`src/rtl/inflate_pkg.sv`:
```
// Shared definitions for the inflate byte/word stream path: widths and packer
// FSM state encoding.
package inflate_pkg;
  localparam int BYTE_W = 8;
  localparam int WORD_W = 16;

  localparam logic [1:0] S_EMPTY = 2'd0;
  localparam logic [1:0] S_HALF  = 2'd1;
  localparam logic [1:0] S_TAIL  = 2'd2;
  localparam logic [1:0] S_DONE  = 2'd3;

  // First byte of a pair lands in the low half of the word.
  function automatic logic [WORD_W-1:0] pack_word(input logic [BYTE_W-1:0] hi,
                                                  input logic [BYTE_W-1:0] lo);
    return {hi, lo};
  endfunction
endpackage

```
`src/rtl/inflate_out_packer_if.sv`:
```
// Byte-in / word-out stream bundle of the inflate output packer.
// slave = packer side, master = byte source plus word sink.
interface inflate_out_packer_if;
  import inflate_pkg::*;
  logic [BYTE_W-1:0] in_data;
  logic              in_vld;
  logic              in_rdy;
  logic [WORD_W-1:0] out_data;
  logic              out_vld;
  logic              out_rdy;
  logic              out_odd;

  modport slave  (input in_data, in_vld, out_rdy,
                  output in_rdy, out_data, out_vld, out_odd);
  modport master (output in_data, in_vld, out_rdy,
                  input in_rdy, out_data, out_vld, out_odd);
endinterface

```
`src/rtl/inflate_out_packer.sv`:
```
// Packs inflate output bytes into 16-bit FIFO words, pads a trailing odd byte
// and reports done once drained. Optional counter: INFLATE_PACK_CNT_EN.
module inflate_out_packer
  import inflate_pkg::*;
#(
  parameter logic [BYTE_W-1:0] PAD_BYTE = 8'h00,
  parameter int                CNT_W    = 32
) (
  input  logic             clk,
  input  logic             rst,
  input  logic             flush,
  input  logic             finish,
  inflate_out_packer_if.slave bus,
  output logic [CNT_W-1:0] byte_cnt,
  output logic             done
);
  logic [1:0]        r_state;
  logic [BYTE_W-1:0] r_lo;
  logic [WORD_W-1:0] r_out_data;
  logic              r_out_vld;
  logic              r_out_odd;
  logic              w_slot_free;
  logic              w_in_rdy;
  logic              w_byte;

  // Output register can take a new word this cycle (empty or draining).
  assign w_slot_free = !r_out_vld | bus.out_rdy;

  always_comb begin
    w_in_rdy = 1'b0;
    case (r_state)
      S_EMPTY: w_in_rdy = 1'b1;
      S_HALF:  w_in_rdy = w_slot_free;
      default: w_in_rdy = 1'b0;
    endcase
    if (rst || flush) w_in_rdy = 1'b0;
  end

  assign w_byte       = bus.in_vld & w_in_rdy;
  assign bus.in_rdy   = w_in_rdy;
  assign bus.out_data = r_out_data;
  assign bus.out_vld  = r_out_vld;
  assign bus.out_odd  = r_out_odd;
  assign done         = (r_state == S_DONE) & !r_out_vld;

  always_ff @(posedge clk) begin
    if (rst || flush) begin
      r_state    <= S_EMPTY;
      r_lo       <= '0;
      r_out_data <= '0;
      r_out_vld  <= 1'b0;
      r_out_odd  <= 1'b0;
    end else begin
      if (r_out_vld && bus.out_rdy) r_out_vld <= 1'b0;
      // A byte accepted alongside finish is folded in before finish is acted on.
      case (r_state)
        S_EMPTY: begin
          if (w_byte) begin
            r_lo    <= bus.in_data;
            r_state <= finish ? S_TAIL : S_HALF;
          end else if (finish) begin
            r_state <= S_DONE;
          end
        end
        S_HALF: begin
          if (w_byte) begin
            r_out_data <= pack_word(bus.in_data, r_lo);
            r_out_odd  <= 1'b0;
            r_out_vld  <= 1'b1;
            r_state    <= finish ? S_DONE : S_EMPTY;
          end else if (finish) begin
            r_state <= S_TAIL;
          end
        end
        S_TAIL: begin
          if (w_slot_free) begin
            r_out_data <= pack_word(PAD_BYTE, r_lo);
            r_out_odd  <= 1'b1;
            r_out_vld  <= 1'b1;
            r_state    <= S_DONE;
          end
        end
        default: ;
      endcase
    end
  end

`ifdef INFLATE_PACK_CNT_EN
  logic [CNT_W-1:0] r_cnt;
  always_ff @(posedge clk) begin
    if (rst || flush) r_cnt <= '0;
    else if (w_byte)  r_cnt <= r_cnt + 1'b1;
  end
  assign byte_cnt = r_cnt;
`else
  assign byte_cnt = '0;
`endif
endmodule
```
`src/flat_wrapper.sv`:
```
// flat-port wrapper written by rule: the top's interface ports become plain ports
module inflate_out_packer_flat import inflate_pkg::*;
#(
  parameter logic [BYTE_W-1:0] PAD_BYTE = 8'h00,
  parameter int                CNT_W    = 32
)
  (clk, rst, flush, finish, byte_cnt, done, bus_in_data, bus_in_vld, bus_out_rdy, bus_in_rdy, bus_out_data, bus_out_vld, bus_out_odd);
  inflate_out_packer_if bus_i ();
  input  logic clk;
  input  logic rst;
  input  logic flush;
  input  logic finish;
  output logic [CNT_W-1:0] byte_cnt;
  output logic done;
  input wire logic [$bits(bus_i.in_data)-1:0] bus_in_data;
  input wire logic [$bits(bus_i.in_vld)-1:0] bus_in_vld;
  input wire logic [$bits(bus_i.out_rdy)-1:0] bus_out_rdy;
  output wire logic [$bits(bus_i.in_rdy)-1:0] bus_in_rdy;
  output wire logic [$bits(bus_i.out_data)-1:0] bus_out_data;
  output wire logic [$bits(bus_i.out_vld)-1:0] bus_out_vld;
  output wire logic [$bits(bus_i.out_odd)-1:0] bus_out_odd;
  assign bus_i.in_data = bus_in_data;
  assign bus_i.in_vld = bus_in_vld;
  assign bus_i.out_rdy = bus_out_rdy;
  assign bus_in_rdy = bus_i.in_rdy;
  assign bus_out_data = bus_i.out_data;
  assign bus_out_vld = bus_i.out_vld;
  assign bus_out_odd = bus_i.out_odd;
  inflate_out_packer #(.PAD_BYTE(PAD_BYTE), .CNT_W(CNT_W)) u_core (.clk(clk), .rst(rst), .flush(flush), .finish(finish), .bus(bus_i), .byte_cnt(byte_cnt), .done(done));
endmodule
```
`config.mk`:
```
export PLATFORM = sky130hd
export DESIGN_NAME = inflate_out_packer_flat
export DESIGN_NICKNAME = d
export VERILOG_FILES = /design/src/rtl/inflate_pkg.sv /design/src/rtl/inflate_out_packer_if.sv /design/src/rtl/inflate_out_packer.sv /design/src/flat_wrapper.sv
export SDC_FILE = /design/constraint.sdc
export NUM_CORES = 1
export LEC_CHECK = 0
export ABC_AREA = 1
export BUFFER_PORTS_ARGS = -buffer_cell sky130_fd_sc_hd__buf_4
export CORE_MARGIN = 2
export CORE_UTILIZATION = 33
export CTS_BUF_LIST = sky130_fd_sc_hd__clkbuf_4 sky130_fd_sc_hd__clkbuf_8 sky130_fd_sc_hd__clkbuf_16
export DETAILED_ROUTE_END_ITERATION = 8
export PLACE_DENSITY_LB_ADDON = 0.25
export SLEW_MARGIN = 0
export SYNTH_ARGS = -nofsm -noshare
export SYNTH_HDL_FRONTEND = slang
export SYNTH_SLANG_ARGS = --single-unit
```
`constraint.sdc`:
```
create_clock -name clk -period 4.8 [get_ports clk]
set_clock_uncertainty 0.2 [all_clocks]
set_input_delay 0.96 -clock clk [delete_from_list [all_inputs] [get_ports clk]]
set_output_delay 0.96 -clock clk [all_outputs]
set_load 0.005 [all_outputs]
```
==> results.cfg, run 1 <==
[run_status]
status = finished, final reports clean

[logic_synthesis]
synthFlopType = dfxtp_1
synth_top_area_share_pct = 36.5
synth_edf_count = 0
ys_types = 26
synthTopCellsByArea = dfxtp_1, buf_4, nand2_1
avgSynthCellArea_um2 = 7.49
synth_commonest_cells = nand2_1, buf_4, dfxtp_1
synth_cells = 205
yosysMostFrequentCell = nand2_1
synth_top_area_cell = dfxtp_1
async_reset_ff_share_pct = 0
ys_seq_elements = 28
ys_seq_area_share_pct = 36.5
syn-cell-area_um2 = 1540
yosys_warnings = 0

[setup_path]
crit_chain = buf_4 > nor2_1 > buf_4 > nand2_1 > nor2_2 > buf_4
critPathRequiredTime_ps = 3640
path_class = in2out
slowest_stage = buf_4
path_common_cell = buf_4
crit_arrival_ps = 1830
crit_family = buffers and inverters
startpoint_type = input pin
critPathBufInv = 3
worstPathMaxFanout = 20
slowest_delay_ps = 240
cp-end-kind = primary output

[cts]
insertion_delay_ps = 270
cts_made_buffers = 3
htreeDepth = 1
cts_tree = yes
clockBufferDepth = 2
cts-resized-gates = 0
root_buffer = clkbuf_8
postCtsSetupBuffers = 0
clkTransAtPathRegs_ps = 90
numClockSinks = 28
postCtsHoldBufs = 0

[final_layout]
area_growth_pct = 15.4
postLayoutCoreUtil_pct = 40.1
finalNetCount = 258
diodes = 0
layout-drive-gt1-share_pct = 21.8

[place]
gp_congestion = 0.861
dp_hpwl_um = 2200
port_buffers = 33

[grt]
grt_usage_pct = 12.0
grt_pass1_vias = 1049
grt-ovfl-total = 0
antenna_found_initial = 0
grt_pass1_wl_um = 4910
grt_max_degree = 21

[timing]
hold_viol_final = 0
period_share_pct = 62.2
setup-tns-final_ps = 0
fin_crit_ps = 2990
max_freq_ghz = 0.335
setup_viol = 0
timing.final.max_slew_violations = 0
whs_ps = 258
rsz0062_at_grt = no

[floorplan]
die_h_um = 72.2
die-area_um2 = 5210
ioPinCount = 66
die_x_um = 72.2
rows = 24
coreArea_um2 = 4410
start_util_pct = 34.8

[drt]
dr_total_vias = 1234
wl_per_cell_um = 10.3
first_pass_iters = 4
ant_nets = 0
drc = 0
vias_per_cell = 4.26
routed_wl_um = 2980
drtIter0Drc = 38

[hold_path]
hold_path.class = reg2reg

[power_and_ir_drop]
p_leak_nw = 0.804
p_per_area_nw_per_um2 = 313
power_frac_clock_pct = 33.3
switching_share_pct = 27.7
seqPwrFrac_pct = 45.1
irDropWorstVdd_mv = 0.125
internal_power_mw = 0.401
p_comb_share_pct = 21.5
switching_power_mw = 0.153

[flow_run]
maxCapViolCount = 0
[layout make-up]
class	count	area (um^2)
multi-input combinational	152	744
timing repair buffer	34	255
fill	494	2640
clock inverter	1	30.0
tap	52	65.1
clock buffer	3	41.3
inverter	20	75.1
sequential	28	561
[cells by family (layout without fill, tap and decap cells)]
| group | after synthesis | in the layout | synth area share, % |
|---|---|---|---|
| AO/OA/AOI/OAI | 27 | 27 | 9.86 |
| adder cells (fa/ha/maj) | 5 | 5 | 4.07 |
| buffers and inverters | 56 | 58 | 22.6 |
| flip-flops | 28 | 28 | 36.5 |
| other | 1 | 32 | 0.244 |
| AND/OR/NAND/NOR | 88 | 88 | 26.7 |
[worst min-delay path, delay by kind of cell, from the launching register on]
family | cells | cell delay (ps)
flops | 1 | 310
buf+inv | 1 | 60
compound gates | 1 | 50
[routing by layer]
metal / routed length, um / vias to the layer above / GRT usage [%]
met4: 59 / 0 / 6.92
li1: - / 650 / -
met1: 1440 / 539 / 17.2
met3: 169 / 4 / 1.67
met5: 0 / - / 0
met2: 1310 / 41 / 17.0
[final timing paths]
check                                 start                           to  cells after the start  slack [ps]
min reg2reg     u_core.r_lo[0]$_SDFFE_PP0P_  u_core.r_lo[0]$_SDFFE_PP0P_                      2         260
max reg2reg  u_core.r_state[0]$_SDFFE_PP0P_  u_core.r_lo[4]$_SDFFE_PP0P_                      9        2750
min             u_core.r_lo[0]$_SDFFE_PP0P_  u_core.r_lo[0]$_SDFFE_PP0P_                      2         260
max                                   flush                   bus_in_rdy                      6        1810
[placed cells by master (no fill, tap or decap)]
cell	count
buf_4	34
o21ai_0	6
nand2_4	1
conb_1	32
inv_2	1
nor2_2	2
a21oi_1	16
nand3_2	2
nand3_1	20
nand2_2	1
clkbuf_8	3
ha_1	5
clkinv_1	1
nand3_4	1
dfxtp_1	28
a31oi_1	1
bufinv_16	1
a21oi_2	2
nor2_1	25
o21ai_2	2
nand4_2	1
or2_2	1
nand4_1	1
nand2_1	33
inv_1	18
[power groups by stage]
stage               Combinational [mW]  Sequential, mW  Clock [mW]
global route                     0.136           0.252       0.200
detailed placement               0.120           0.256           0
floorplan                        0.101           0.255           0
global placement                 0.120           0.255           0
CTS                              0.121           0.250       0.192
finish                           0.119           0.250       0.185
[sequential cells by signal (all words and copies together) (netlist names)]
register / flops
u_core.bus.out_data: 16
u_core.r_lo: 8
u_core.bus.out_vld: 1
u_core.r_state: 2
u_core.bus.out_odd: 1
[metrics by stage]
step / setup WS (ps) / instances / cell area, um^2 / total power [mW]
2_1_floorplan: 2330 / 236 / 1650 / 0.357
3_5_place_dp: 1810 / 286 / 1700 / 0.375
3_3_place_gp: 1810 / 286 / 1700 / 0.375
6_report: 1810 / 290 / 1770 / 0.554
4_1_cts: 1810 / 290 / 1770 / 0.563
5_1_grt: 1710 / 290 / 1770 / 0.588
No activity file was read; power rests on OpenSTA's default activity.
==> run 2, diff against run 1 <==
- clock period: 4.8 -> 2.4 ns (I/O delays scaled with it)
==> run 2 against run 1 <==
Effect of this change: power up 100%; worst setup slack got worse by 1600 ps; global-route usage decreased by 0.079 points; register-to-register slack worse by 2400 ps; design area stayed put; hold slack improved by 3.8 ps; routed wire length is 2.5% higher; critical path depth increased by 1.
==> results.cfg, run 2 (synthesis results as in run 1) <==
[timing]
setup-tns-final_ps = 0
hold_viol_final = 0
setup_viol = 0
period_share_pct = 91.4
fin_crit_ps = 2190
timing.final.max_slew_violations = 0
whs_ps = 262
rsz0062_at_grt = no
max_freq_ghz = 0.456
timing.final.ws_setup_ps = 208

[floorplan]
die-area_um2 = 5210
start_util_pct = 34.8
rows = 24
die_h_um = 72.2
die_x_um = 72.2
coreArea_um2 = 4410
ioPinCount = 66

[setup_path]
rr_endpoint = u_core.r_lo[3]$_SDFFE_PP0P_
r2r_cells = 9
path_class = reg2out
worstPathMaxFanout = 4
slowest_stage = dfxtp_1
cp-end-kind = primary output
startpoint_type = flop
slowest_delay_ps = 360
rrSetupSlack_ps = 390
critPathRequiredTime_ps = 1720
worstReg2RegStart = u_core.r_state[1]$_SDFFE_PP0P_
crit_chain = inv_1 > ha_1 > inv_1 > nand2_1 > nand2_1 > nor2_2 > buf_4
crit_arrival_ps = 1510

[final_layout]
final_cells = 290
layout-drive-gt1-share_pct = 21.8
postLayoutCoreUtil_pct = 40.1
layout_common_cells = buf_4, nand2_1, conb_1, dfxtp_1, nor2_1
layout_commonest_cell = buf_4
fin_area_um2 = 1770
area_growth_pct = 15.4
largest_reg_flops = 16
finalNetCount = 258
diodes = 0

[power_and_ir_drop]
p_total_mw = 1.11
p_leak_nw = 0.804
switching_share_pct = 27.9
seqPwrFrac_pct = 45.0
internal_power_mw = 0.801
p_comb_share_pct = 21.6
p_per_area_nw_per_um2 = 627
switching_power_mw = 0.310
power_frac_clock_pct = 33.5
irDropWorstVdd_mv = 0.240

[place]
gp_congestion = 0.921
dpl_cell_area_um2 = 1700
port_buffers = 33
dp_hpwl_um = 2300
placedCellCount = 286
dp_slack_ps = 400

[cts]
postCtsHoldBufs = 0
clkTransAtPathRegs_ps = 100
numClockSinks = 28
postCtsSetupBuffers = 0
cts_tree = yes
cts-resized-gates = 0
clockBufferDepth = 2
root_buffer = clkbuf_8
insertion_delay_ps = 270
htreeDepth = 1
cts_made_buffers = 3

[drt]
first_pass_iters = 4
vias_per_cell = 4.17
routed_wl_um = 3050
drc = 0
ant_nets = 0
wl_per_cell_um = 10.5
dr_total_vias = 1208
drtIter0Drc = 27

[grt]
grt_pass1_vias = 1048
grt_usage_pct = 11.9
antenna_found_initial = 0
grt-ovfl-total = 0
grt_pass1_wl_um = 4860
grt_max_degree = 20

[hold_path]
min_from = u_core.r_lo[0]$_SDFFE_PP0P_
holdPathStages = 2
min_to = u_core.r_lo[0]$_SDFFE_PP0P_
hold_path.class = reg2reg

[run_status]
status = finished, final reports clean

[flow_run]
maxCapViolCount = 0
run 2: power groups by stage:
stage / combinational [mW] / clock [mW] / sequential [mW]
6_report: 0.240 / 0.372 / 0.500
5_1_grt: 0.270 / 0.404 / 0.503
4_1_cts: 0.241 / 0.380 / 0.500
3_5_place_dp: 0.240 / 0 / 0.511
3_3_place_gp: 0.239 / 0 / 0.510
2_1_floorplan: 0.203 / 0 / 0.511
run 2: cell type report:
type	count	area [um^2]
repair buffers	34	255
clock buffers	3	41.3
clock inverters	1	30.0
fillers	486	2640
inverters	20	75.1
well taps	52	65.1
flip-flops and latches	28	561
multi-input cells	152	744
run 2: critical path: cells and delay by family, from the launching register on:
kind                     cells  cell delay (ps)
adder cells (fa/ha/maj)      1              250
buffers and inverters        3              330
flip-flops                   1              360
AND/OR/NAND/NOR              3              300
run 2: worst max path at each step:
stage,cells past startpoint,from,endpoint,slack [ps]
CTS,7,u_core.r_state[1]$_SDFFE_PP0P_,bus_in_rdy,200
floorplan,10,u_core.r_state[0]$_SDFFE_PP0P_,u_core.r_lo[1]$_SDFFE_PP0P_,680
finish,7,u_core.r_state[1]$_SDFFE_PP0P_,bus_in_rdy,210
global placement,7,u_core.r_state[0]$_SDFFE_PP0P_,u_core.bus.out_odd$_SDFFE_PP0P_,450
global route,7,u_core.r_state[0]$_SDFFE_PP0P_,bus_in_rdy,70
detailed placement,9,u_core.r_state[0]$_SDFFE_PP0P_,u_core.r_lo[5]$_SDFFE_PP0P_,400
run 2: routing by layer:
metal / vias to the layer above / part of all wire (%) / global-route usage [%]
li1: 655 / - / -
met1: 506 / 51 / 17.2
met2: 43 / 42 / 16.9
met3: 4 / 5.7 / 2.22
met4: 0 / 1.8 / 5.66
met5: - / 0 / 0
